<file path="config.mk">
export PLATFORM = sky130hd
export DESIGN_NAME = ar_br_cr_dispatcher
export DESIGN_NICKNAME = d
export VERILOG_FILES = /design/src/rtl/ar_br_cr_pkg.sv /design/src/rtl/operand_fifo.sv /design/src/rtl/ar_br_cr_dispatcher.sv
export SDC_FILE = /design/constraint.sdc
export NUM_CORES = 1
export LEC_CHECK = 0
export ABC_AREA = 1
export BUFFER_PORTS_ARGS = -buffer_cell sky130_fd_sc_hd__buf_2
export CORE_ASPECT_RATIO = 0.9
export CORE_UTILIZATION = 41
export CTS_CLUSTER_DIAMETER = 100
export DETAILED_ROUTE_END_ITERATION = 10
export HOLD_SLACK_MARGIN = 0.15
export PLACE_DENSITY = 0.62
export SLEW_MARGIN = 25
export SYNTH_ARGS = -nofsm -noshare
export SYNTH_HDL_FRONTEND = slang
export SYNTH_HIERARCHICAL = 1
export SYNTH_SLANG_ARGS = --single-unit
</file>
<file path="constraint.sdc">
create_clock -name clk -period 2.5 [get_ports clk]
set_input_delay 0.25 -clock clk [delete_from_list [all_inputs] [get_ports clk]]
set_output_delay 0.25 -clock clk [all_outputs]
set_load 0.03 [all_outputs]
</file>
<file path="src/rtl/ar_br_cr_pkg.sv">
// Shared definitions for the AR/BR/CR controller-datapath and its dispatcher.
// Holds the FSM state encoding and default widths.
package ar_br_cr_pkg;

  localparam int unsigned DATA_W_DEF = 16;
  localparam int unsigned JOBS_W     = 8;
  localparam int unsigned WD_W       = 8;

  localparam logic [1:0] ST_IDLE    = 2'd0;
  localparam logic [1:0] ST_ISSUE   = 2'd1;
  localparam logic [1:0] ST_WAIT_HI = 2'd2;
  localparam logic [1:0] ST_WAIT_LO = 2'd3;

  typedef enum logic [1:0] {
    IDLE    = ST_IDLE,
    ISSUE   = ST_ISSUE,
    WAIT_HI = ST_WAIT_HI,
    WAIT_LO = ST_WAIT_LO
  } state_e;

endpackage

</file>
<file path="src/rtl/operand_fifo.sv">
// Circular-buffer FIFO of operand pairs; the head is always visible on head_c_o.
// The caller gates push with full and pop with empty.
module operand_fifo
  import ar_br_cr_pkg::*;
#(
  parameter int unsigned W     = 32,
  parameter int unsigned DEPTH = 4
) (
  input  logic                     clk,
  input  logic                     reset,
  input  logic                     push_i,
  input  logic                     pop_i,
  input  logic [W-1:0]             wdata_i,
  output logic [W-1:0]             head_c_o,
  output logic [$clog2(DEPTH):0]   count_o,
  output logic                     full_c_o,
  output logic                     empty_c_o
);

  localparam int unsigned AW = $clog2(DEPTH);
  localparam int unsigned CW = AW + 1;

  logic [W-1:0]  mem_q [DEPTH];
  logic [AW-1:0] wr_ptr_q;
  logic [AW-1:0] rd_ptr_q;
  logic [CW-1:0] count_q;

  // Pointers wrap naturally because DEPTH is a power of two.
  always_ff @(posedge clk) begin
    if (reset) begin
      wr_ptr_q <= '0;
      rd_ptr_q <= '0;
      count_q  <= '0;
    end else begin
      if (push_i) wr_ptr_q <= wr_ptr_q + AW'(1);
      if (pop_i)  rd_ptr_q <= rd_ptr_q + AW'(1);
      count_q <= count_q + CW'(push_i) - CW'(pop_i);
    end
  end

  always_ff @(posedge clk) begin
    if (push_i) mem_q[wr_ptr_q] <= wdata_i;
  end

  assign head_c_o  = mem_q[rd_ptr_q];
  assign count_o   = count_q;
  assign full_c_o  = (count_q == CW'(DEPTH));
  assign empty_c_o = (count_q == '0);

endmodule

</file>
<file path="src/rtl/ar_br_cr_dispatcher.sv">
// Buffers AR/BR operand pairs and issues them one job at a time to the
// controller-datapath, tracking the busy handshake, completions and a watchdog.
module ar_br_cr_dispatcher
  import ar_br_cr_pkg::*;
#(
  parameter int unsigned DATA_W  = DATA_W_DEF,
  parameter int unsigned DEPTH   = 4,
  parameter int unsigned TIMEOUT = 15
) (
  input  logic                   clk,
  input  logic                   reset,
  input  logic                   in_valid,
  output logic                   in_ready,
  input  logic [DATA_W-1:0]      in_ar,
  input  logic [DATA_W-1:0]      in_br,
  output logic                   start,
  output logic [DATA_W-1:0]      AR_data,
  output logic [DATA_W-1:0]      BR_data,
  input  logic                   busy,
  output logic [$clog2(DEPTH):0] fifo_count,
  output logic                   done_pulse,
  output logic [JOBS_W-1:0]      jobs_done,
  output logic                   timeout_err
);

  localparam int unsigned PW = 2 * DATA_W;

  state_e              state_q, state_d;
  logic [DATA_W-1:0]   ar_q, ar_d, br_q, br_d;
  logic                start_q, start_d;
  logic                done_q, done_d;
  logic                err_q, err_d;
  logic [JOBS_W-1:0]   jobs_q, jobs_d;
  logic [WD_W-1:0]     wd_q, wd_d;
  logic                push, pop, full, empty;
  logic [PW-1:0]       head;

  assign push = in_valid & ~full;

  operand_fifo #(
    .W     (PW),
    .DEPTH (DEPTH)
  ) u_fifo (
    .clk       (clk),
    .reset     (reset),
    .push_i    (push),
    .pop_i     (pop),
    .wdata_i   ({in_ar, in_br}),
    .head_c_o  (head),
    .count_o   (fifo_count),
    .full_c_o  (full),
    .empty_c_o (empty)
  );

  always_ff @(posedge clk) begin
    if (reset) begin
      state_q <= IDLE;
      ar_q    <= '0;
      br_q    <= '0;
      start_q <= 1'b0;
      done_q  <= 1'b0;
      err_q   <= 1'b0;
      jobs_q  <= '0;
      wd_q    <= '0;
    end else begin
      state_q <= state_d;
      ar_q    <= ar_d;
      br_q    <= br_d;
      start_q <= start_d;
      done_q  <= done_d;
      err_q   <= err_d;
      jobs_q  <= jobs_d;
      wd_q    <= wd_d;
    end
  end

  // start/done are computed one state ahead so they are registered pulses.
  always_comb begin
    state_d = state_q;
    ar_d    = ar_q;
    br_d    = br_q;
    start_d = 1'b0;
    done_d  = 1'b0;
    err_d   = err_q;
    jobs_d  = jobs_q;
    wd_d    = wd_q;
    pop     = 1'b0;
    unique case (state_q)
      IDLE: begin
        if (!empty && !busy) begin
          {ar_d, br_d} = head;
          pop          = 1'b1;
          start_d      = 1'b1;
          state_d      = ISSUE;
        end
      end
      ISSUE: begin
        wd_d    = '0;
        state_d = WAIT_HI;
      end
      WAIT_HI: begin
        if (busy) begin
          state_d = WAIT_LO;
        end else begin
          wd_d = wd_q + WD_W'(1);
          if (wd_d == WD_W'(TIMEOUT)) begin
            err_d   = 1'b1;
            state_d = IDLE;
          end
        end
      end
      WAIT_LO: begin
        if (!busy) begin
          done_d  = 1'b1;
          jobs_d  = jobs_q + JOBS_W'(1);
          state_d = IDLE;
        end
      end
      default: state_d = IDLE;
    endcase
  end

  assign in_ready    = ~full;
  assign start       = start_q;
  assign AR_data     = ar_q;
  assign BR_data     = br_q;
  assign done_pulse  = done_q;
  assign jobs_done   = jobs_q;
  assign timeout_err = err_q;

endmodule

</file>
==> run metrics, run 1 <==
status completed; #FFs+latches synth 190; final weighted congestion of routability-driven global placement 0.758; Worst path slowest cell dfxtp_1; sequential-to-total area share from yosys stat 66.2%; Clock Sink Count 190; end of the worst hold path wd_q[6]; Pre-antenna DRT Iters 4; worst-margin pin slew 565 ps; WL per Instance 13.6 um; critical path cell sequence inv_1 -> nand2_1 -> nor2_1 -> nor2_1 -> nand2_1 -> inv_2 -> buf_12; slowest stage delay, CP 370 ps; Place WS 559 ps; full die area 19300 um^2; Filler Cells Inserted 1677; CP required 2630 ps; Final Max Tran Viols 0; # rows 47; number of port buffers 82; worst hold stages 4; Net Count, Synth 768; hold_buf cts 32; routed wire length 14800 um; RSZ-0062 raised after global routing no; DIE WIDTH 146 um; ANT cells 0; Die Height 132 um; CTS max path bufs 2; area of the core 18300 um^2; R2R Path End u_fifo/mem_q[0][8]; DR iter-0 viols 257; CP startpoint kind flop; initial antenna violation count 0; Max-cap violations 0; maximum clock rate 518 MHz; fin util 50.2%; setup TNS 0 ps; family with the most delay on the worst path buffers and inverters; vias in the first global route 4689; clock period minus worst slack 1930 ps; clk_lat worst skew 430 ps; FF-to-FF path depth 7; worst path bufs/invs 3; final hold vios 0; DP Wirelength 8960 um; Via-to-Cell Ratio 4.67; Setup WS post-layout 571 ps; post-CTS sizing 0; Storage cell area 5090 um^2; Peak VDD IR 0.538 mV; worst hold start busy; largest net degree at the start of global routing 49; Remaining DRCs 0; Synth cell types 34; Crit. End Element flop; cts bufs inserted 17; first-pass GRT wire length 24200 um; # setup viols final 0; Crit Path Max Fanout 19; # H-tree levels 4; Nets 879; Critical R2R Launch u_fifo/count_o[1]; PD cells 978 nW/um^2; grt total ovfl 0; Mapped Cells 722; Arrival @ worst endpoint 2060 ps; most frequent cells in the layout edfxtp_1 (128), nand2_1 (107), inv_1 (93), nor2_1 (86), buf_2 (82); GRT Resource Usage Total 16.2%; Setup Crit Path Kind flop to flop; Vias 5099; CTS tree built; P_leak 3.63 nW; cell area after synthesis 7680 um^2; Ports 83; Worst Hold Class input port to flop; initial core utilization 41.9%; Area Growth Syn to Fin 19.9%; Clk pin slew, worst setup/hold paths 70 ps; warnings from Yosys 6; register-to-register setup slack 570 ps; slew margin rel. 62.3%; area of the multi-input gates 1980 um^2; synthesized area per cell 10.6 um^2; final period utilization 77.2%; share of post-route cells with drive strength above 1 17.5%; commonest non-fill, non-tap cell in the layout edfxtp_1; Clock Skews 9.02 ps; Post-CTS Setup Bufs 0; final antenna-violating net count 0; Clock Tree Root clkbuf_16
## power breakdown
group / switching [mW] / internal [mW] / total, mW
registers: 0.256 / 3.86 / 4.12
clock network: 1.20 / 1.39 / 2.60
logic: 1.57 / 0.718 / 2.29
total: 3.03 / 5.97 / 9.00
## worst max path at each step
stage,from,end,slack [ps],cells after the start
finish,u_fifo/count_o[1],u_fifo/mem_q[0][8],570,7
global route,u_fifo/count_o[1],u_fifo/mem_q[0][10],370,7
CTS,u_fifo/count_o[1],u_fifo/mem_q[0][10],540,7
detailed placement,u_fifo/count_o[1],u_fifo/mem_q[0][3],560,7
global placement,u_fifo/count_o[1],u_fifo/mem_q[0][5],580,7
floorplan,u_fifo/count_o[1],u_fifo/mem_q[0][0],320,6
## worst register-to-register path, delay by kind of cell (launching register included)
family | cells | cell delay, ps
buffers and inverters | 3 | 650
AND/OR/NAND/NOR | 4 | 610
flip-flops | 1 | 370
## layout make-up
| type | count | area share [%] |
|---|---|---|
| flip-flops and latches | 190 | 55.3 |
| multi-input cells | 397 | 21.5 |
| repair buffers | 125 | 9.65 |
| clock buffers | 19 | 4.70 |
| inverters | 102 | 4.16 |
| well taps | 245 | 3.33 |
| clock inverters | 13 | 1.43 |
## synth_stat cells
library cell	count	area, um^2
nand2_2	3	18.8
clkbuf_1	8	30.0
nand3b_1	2	15.0
or2_0	1	6.26
nor2_1	86	323
o211ai_1	32	240
o21ai_1	14	70.1
nor3b_1	1	7.51
dfxtp_1	62	1240
buf_4	4	30.0
ha_1	9	113
nor3_1	2	10.0
nor3_2	2	20.0
nor2_2	4	25.0
and3_4	1	11.3
edfxtp_1	128	3840
o21ai_0	63	315
buf_6	7	78.8
xor2_1	2	17.5
fa_1	1	20.0
clkbuf_8	3	41.3
inv_2	5	18.8
nand4_2	1	12.5
and3_2	1	7.51
clkbuf_2	1	5.00
nand3_1	7	35.0
buf_2	10	50.1
o21bai_1	1	7.51
nand2_1	107	402
a21oi_1	54	270
inv_1	97	364
o21a_1	1	7.51
nand3_2	1	10.0
nor2_4	1	11.3
## metal layers
metal | track usage, % | routed length (um) | vias up
met2 | 26.8 | 7090 | 87
li1 | - | - | 2630
met5 | 0 | 0 | -
met1 | 20.8 | 7030 | 2370
met4 | 5.73 | 164 | 0
met3 | 4.01 | 522 | 12
## sequential cells by signal, indices dropped and copies added (netlist names), named ones only
signal and count:
jobs_done 8, done_pulse 1, u_fifo/count_o 3, BR_data 16
state_q 2, AR_data 16, timeout_err 1, u_fifo/wr_ptr_q 2
wd_q 8, u_fifo/mem_q 128, start 1, u_fifo/rd_ptr_q 2
## logic make-up after synthesis
group / synth area share [%]
compound gates: 11.9
fa+ha+maj: 1.73
flops: 66.2
buf+inv: 8.05
xor+xnor: 0.228
simple gates: 11.9
## metrics by stage
| stage | instances | total power [mW] | instance area (um^2) | hold slack (ps) |
|---|---|---|---|---|
| final | 1091 | 9.00 | 9210 | 208 |
| after global placement | 1027 | 6.43 | 8320 | 445 |
| after detailed placement | 1027 | 6.46 | 8320 | 451 |
| after CTS | 1091 | 9.09 | 9210 | 194 |
| after global routing | 1091 | 9.52 | 9210 | 228 |
| after floorplan | 722 | 5.86 | 7680 | 321 |
No activity file was read; power rests on OpenSTA's default activity.
==> inputs of run 2 (changes only) <==
--- a/config.mk
+++ b/config.mk
@@ -5,14 +5,14 @@
 export SDC_FILE = /design/constraint.sdc
 export NUM_CORES = 1
 export LEC_CHECK = 0
-export ABC_AREA = 1
+export ABC_AREA = 0
 export BUFFER_PORTS_ARGS = -buffer_cell sky130_fd_sc_hd__buf_2
 export CORE_ASPECT_RATIO = 0.9
 export CORE_UTILIZATION = 41
 export CTS_CLUSTER_DIAMETER = 100
 export DETAILED_ROUTE_END_ITERATION = 10
 export HOLD_SLACK_MARGIN = 0.15
-export PLACE_DENSITY = 0.62
+export PLACE_DENSITY = 0.65
 export SLEW_MARGIN = 25
 export SYNTH_ARGS = -nofsm -noshare
 export SYNTH_HDL_FRONTEND = slang
==> constraint.sdc (replaced) <==
create_clock -name clk -period 1.6 [get_ports clk]
set_input_delay 0.16 -clock clk [delete_from_list [all_inputs] [get_ports clk]]
set_output_delay 0.16 -clock clk [all_outputs]
set_load 0.03 [all_outputs]
==> run metrics, run 2 <==
DIE WIDTH 143 um (-2.0%); Synth area leader edfxtp_1; first-pass GRT wire length 23800 um (-1.8%); Setup WS post-layout -352 ps (-923 ps); Setup Crit Path Kind flop to flop; R2R Path End u_fifo/count_o[1]; status complete, but fails checks; top layer in use met4; RSZ-0062 raised after global routing yes; Worst Hold Class input port to flop; clock period minus worst slack 1950 ps (+23.0 ps); cell area after synthesis 7370 um^2 (-4.0%); DR iter-0 viols 286 (+11%); Max-cap violations 0 (unchanged); DP Area 8280 um^2 (-0.57%); final period utilization 122% (+45 points); Clk pin slew, worst setup/hold paths 70 ps (about the same); WL met1 6690 um (-4.8%); # setup viols final 142 (+142); share of post-route cells with drive strength above 1 35.3% (+18 points); end of the worst hold path state_q[0]; GRT Resource Usage Total 17.3% (+1.1 points); grt total ovfl 0 (unchanged); ANT cells 0 (unchanged); Via-to-Cell Ratio 5.06 (+8.3%); PD cells 1510 nW/um^2 (+54%); prevailing post-synth register cell edfxtp_1; FF-to-FF path depth 7 (unchanged); final hold vios 0 (unchanged); DP Wirelength 9340 um (+4.2%); CTS tree built; Area Growth Syn to Fin 30.5%; Crit Path Max Fanout 2 (-17); failing checks setup timing; most frequent cell after synthesis edfxtp_1; Vias 4498 (-12%); Remaining DRCs 0 (unchanged); full die area 18500 um^2 (-4.0%); Arrival @ worst endpoint 2260 ps (+200 ps); largest net degree at the start of global routing 48 (-2.0%); area of the core 17600 um^2 (-4.0%); Crit. End Element flop; worst hold start busy; Critical R2R Launch state_q[1]; WL per Instance 16.8 um (+24%); Clock Skews 9.43 ps (+0.411 ps); worst-margin pin slew 449 ps (-116 ps); slew margin rel. 70.0% (+7.7 points); P_leak 3.44 nW (-5.2%); Net Count, Synth 527 (-31%); Final Max Tran Viols 0 (unchanged); worst hold stages 4 (unchanged); register-to-register setup slack -350 ps (-920 ps); CP required 1910 ps (-720 ps); top cell type's share of synthesized area 52.2% (+2.1 points); met2 wire length 7360 um (+3.8%); setup TNS -9850 ps (-9850 ps); top cells by area, synth edfxtp_1 (52%), dfxtp_1 (17%), mux4_2 (9.2%); Nets 682 (-22%); clk_lat worst skew 430 ps (about the same); synth cell count leaders edfxtp_1 (128), nand2_1 (71), dfxtp_1 (62), a21oi_1 (34), mux4_2 (30); met3 wire length 672 um (+29%); number of port buffers 82 (unchanged); cts bufs inserted 17 (unchanged); warnings from Yosys 6 (unchanged); maximum clock rate 512 MHz (-1.2%); Mapped Cells 481 (-33%); Clock Tree Root clkbuf_16; Pre-antenna DRT Iters 5 (+1); CP startpoint kind flop; Ports 83 (unchanged); vias in the first global route 4618 (-1.5%); # H-tree levels 4 (unchanged); commonest non-fill, non-tap cell in the layout edfxtp_1; max reg flops 128 (unchanged); CTS max path bufs 2 (unchanged); EDFF count, synth 128 (unchanged); Synth cell types 50 (+47%); cell area after layout 9620 um^2 (+4.4%); initial antenna violation count 0 (unchanged); initial core utilization 41.8% (about the same); final weighted congestion of routability-driven global placement 0.752 (-0.79%); Clock Sink Count 190 (unchanged); #FFs+latches synth 190 (unchanged); synthesized area per cell 15.3 um^2 (+44%); Filler Cells Inserted 1504 (-10%); final antenna-violating net count 0 (unchanged); Async SR Flop Fraction 0% (unchanged); most frequent cells in the layout edfxtp_1 (128), buf_2 (82), nand2_1 (71), dfxtp_1 (55), a21oi_1 (34); Most flops, register u_fifo/mem_q; Peak VDD IR 0.942 mV (+75%); sequential-to-total area share from yosys stat 69.0% (+2.8 points); # rows 46 (-2.1%); Die Height 129 um (-2.0%); routed wire length 14900 um (+0.68%)
==> run 2: cell count changes after synthesis, sizes merged, moves of 5 or more <==
cell / change
inv: -90
nand2: -39
o211ai: -31
a21oi: -11
nor2b: +5
or4: +8
and2: +8
mux4: +32
xnor2: +5
o21ai: -69
nor2: -78
==> run 2: worst max-delay path, cell delays in order, from the launching register on <==
cell,delay (ps)
dfxtp_1,320
or4_4,540
clkinv_4,70
ha_4,180
inv_2,50
ha_4,120
fa_2,420
nor2b_1,130
==> run 2: how the worst max path moves through the flow <==
stage | start | endpoint | depth (start not counted)
after floorplan | state_q[1] | u_fifo/count_o[1] | 10
after global placement | state_q[1] | u_fifo/count_o[1] | 7
after detailed placement | state_q[1] | u_fifo/count_o[1] | 7
after CTS | state_q[1] | u_fifo/count_o[1] | 7
after global routing | state_q[1] | u_fifo/count_o[2] | 8
final | state_q[1] | u_fifo/count_o[1] | 7
==> run 2: where the power goes <==
part	leakage, nW	switching (mW)	internal [mW]
logic	1.46	2.05	1.81
clock network	0.295	1.91	2.51
registers	1.68	0.256	5.93
==> run 2: cell type report <==
cell class	count	area, um^2	area share, %
inverters	13	56.3	0.585
flip-flops and latches	190	5100	53.0
multi-input cells	250	2080	21.6
well taps	240	300	3.12
repair buffers	164	1460	15.1
clock buffers	17	425	4.42
clock inverters	15	201	2.09
==> run 2: repair_timing <==
action	in CTS	in global routing
gates cloned	4	1
pin swaps	2	2
buffers inserted	8	5
gates resized for setup	13	26
endpoints found under the hold margin	139	0
endpoints found under the setup margin	168	174
hold buffers	33	0
==> run 2: kinds of logic (layout without fill, tap and decap cells) <==
group	count (synthesis)	in the layout	share of synthesized area (%)
compound gates	66	66	5.57
xor+xnor	7	7	1.04
fa+ha+maj	10	10	1.80
buf+inv	41	209	3.60
flops	190	190	69.0
mux	34	34	10.2
simple gates	133	133	8.83
==> run 2: through the flow <==
| stage | hold slack [ps] | worst slack, ps | total power, mW | std cells | util [%] |
|---|---|---|---|---|---|
| 4_1_cts | 160 | -355 | 14.5 | 886 | 54.0 |
| 3_5_place_dp | 379 | -344 | 9.77 | 809 | 47.0 |
| 2_1_floorplan | 222 | -658 | 8.81 | 481 | - |
| 5_1_grt | 193 | -398 | 15.1 | 889 | 54.6 |
| 6_report | 176 | -352 | 14.5 | 889 | 54.6 |
| 3_3_place_gp | 370 | -319 | 9.65 | 809 | 47.0 |
==> run 2: routing by layer <==
metal	global-route usage, %	up-vias
li1	-	2104
met1	22.0	2269
met2	29.3	107
met3	4.43	18
met4	5.51	0
met5	0	-
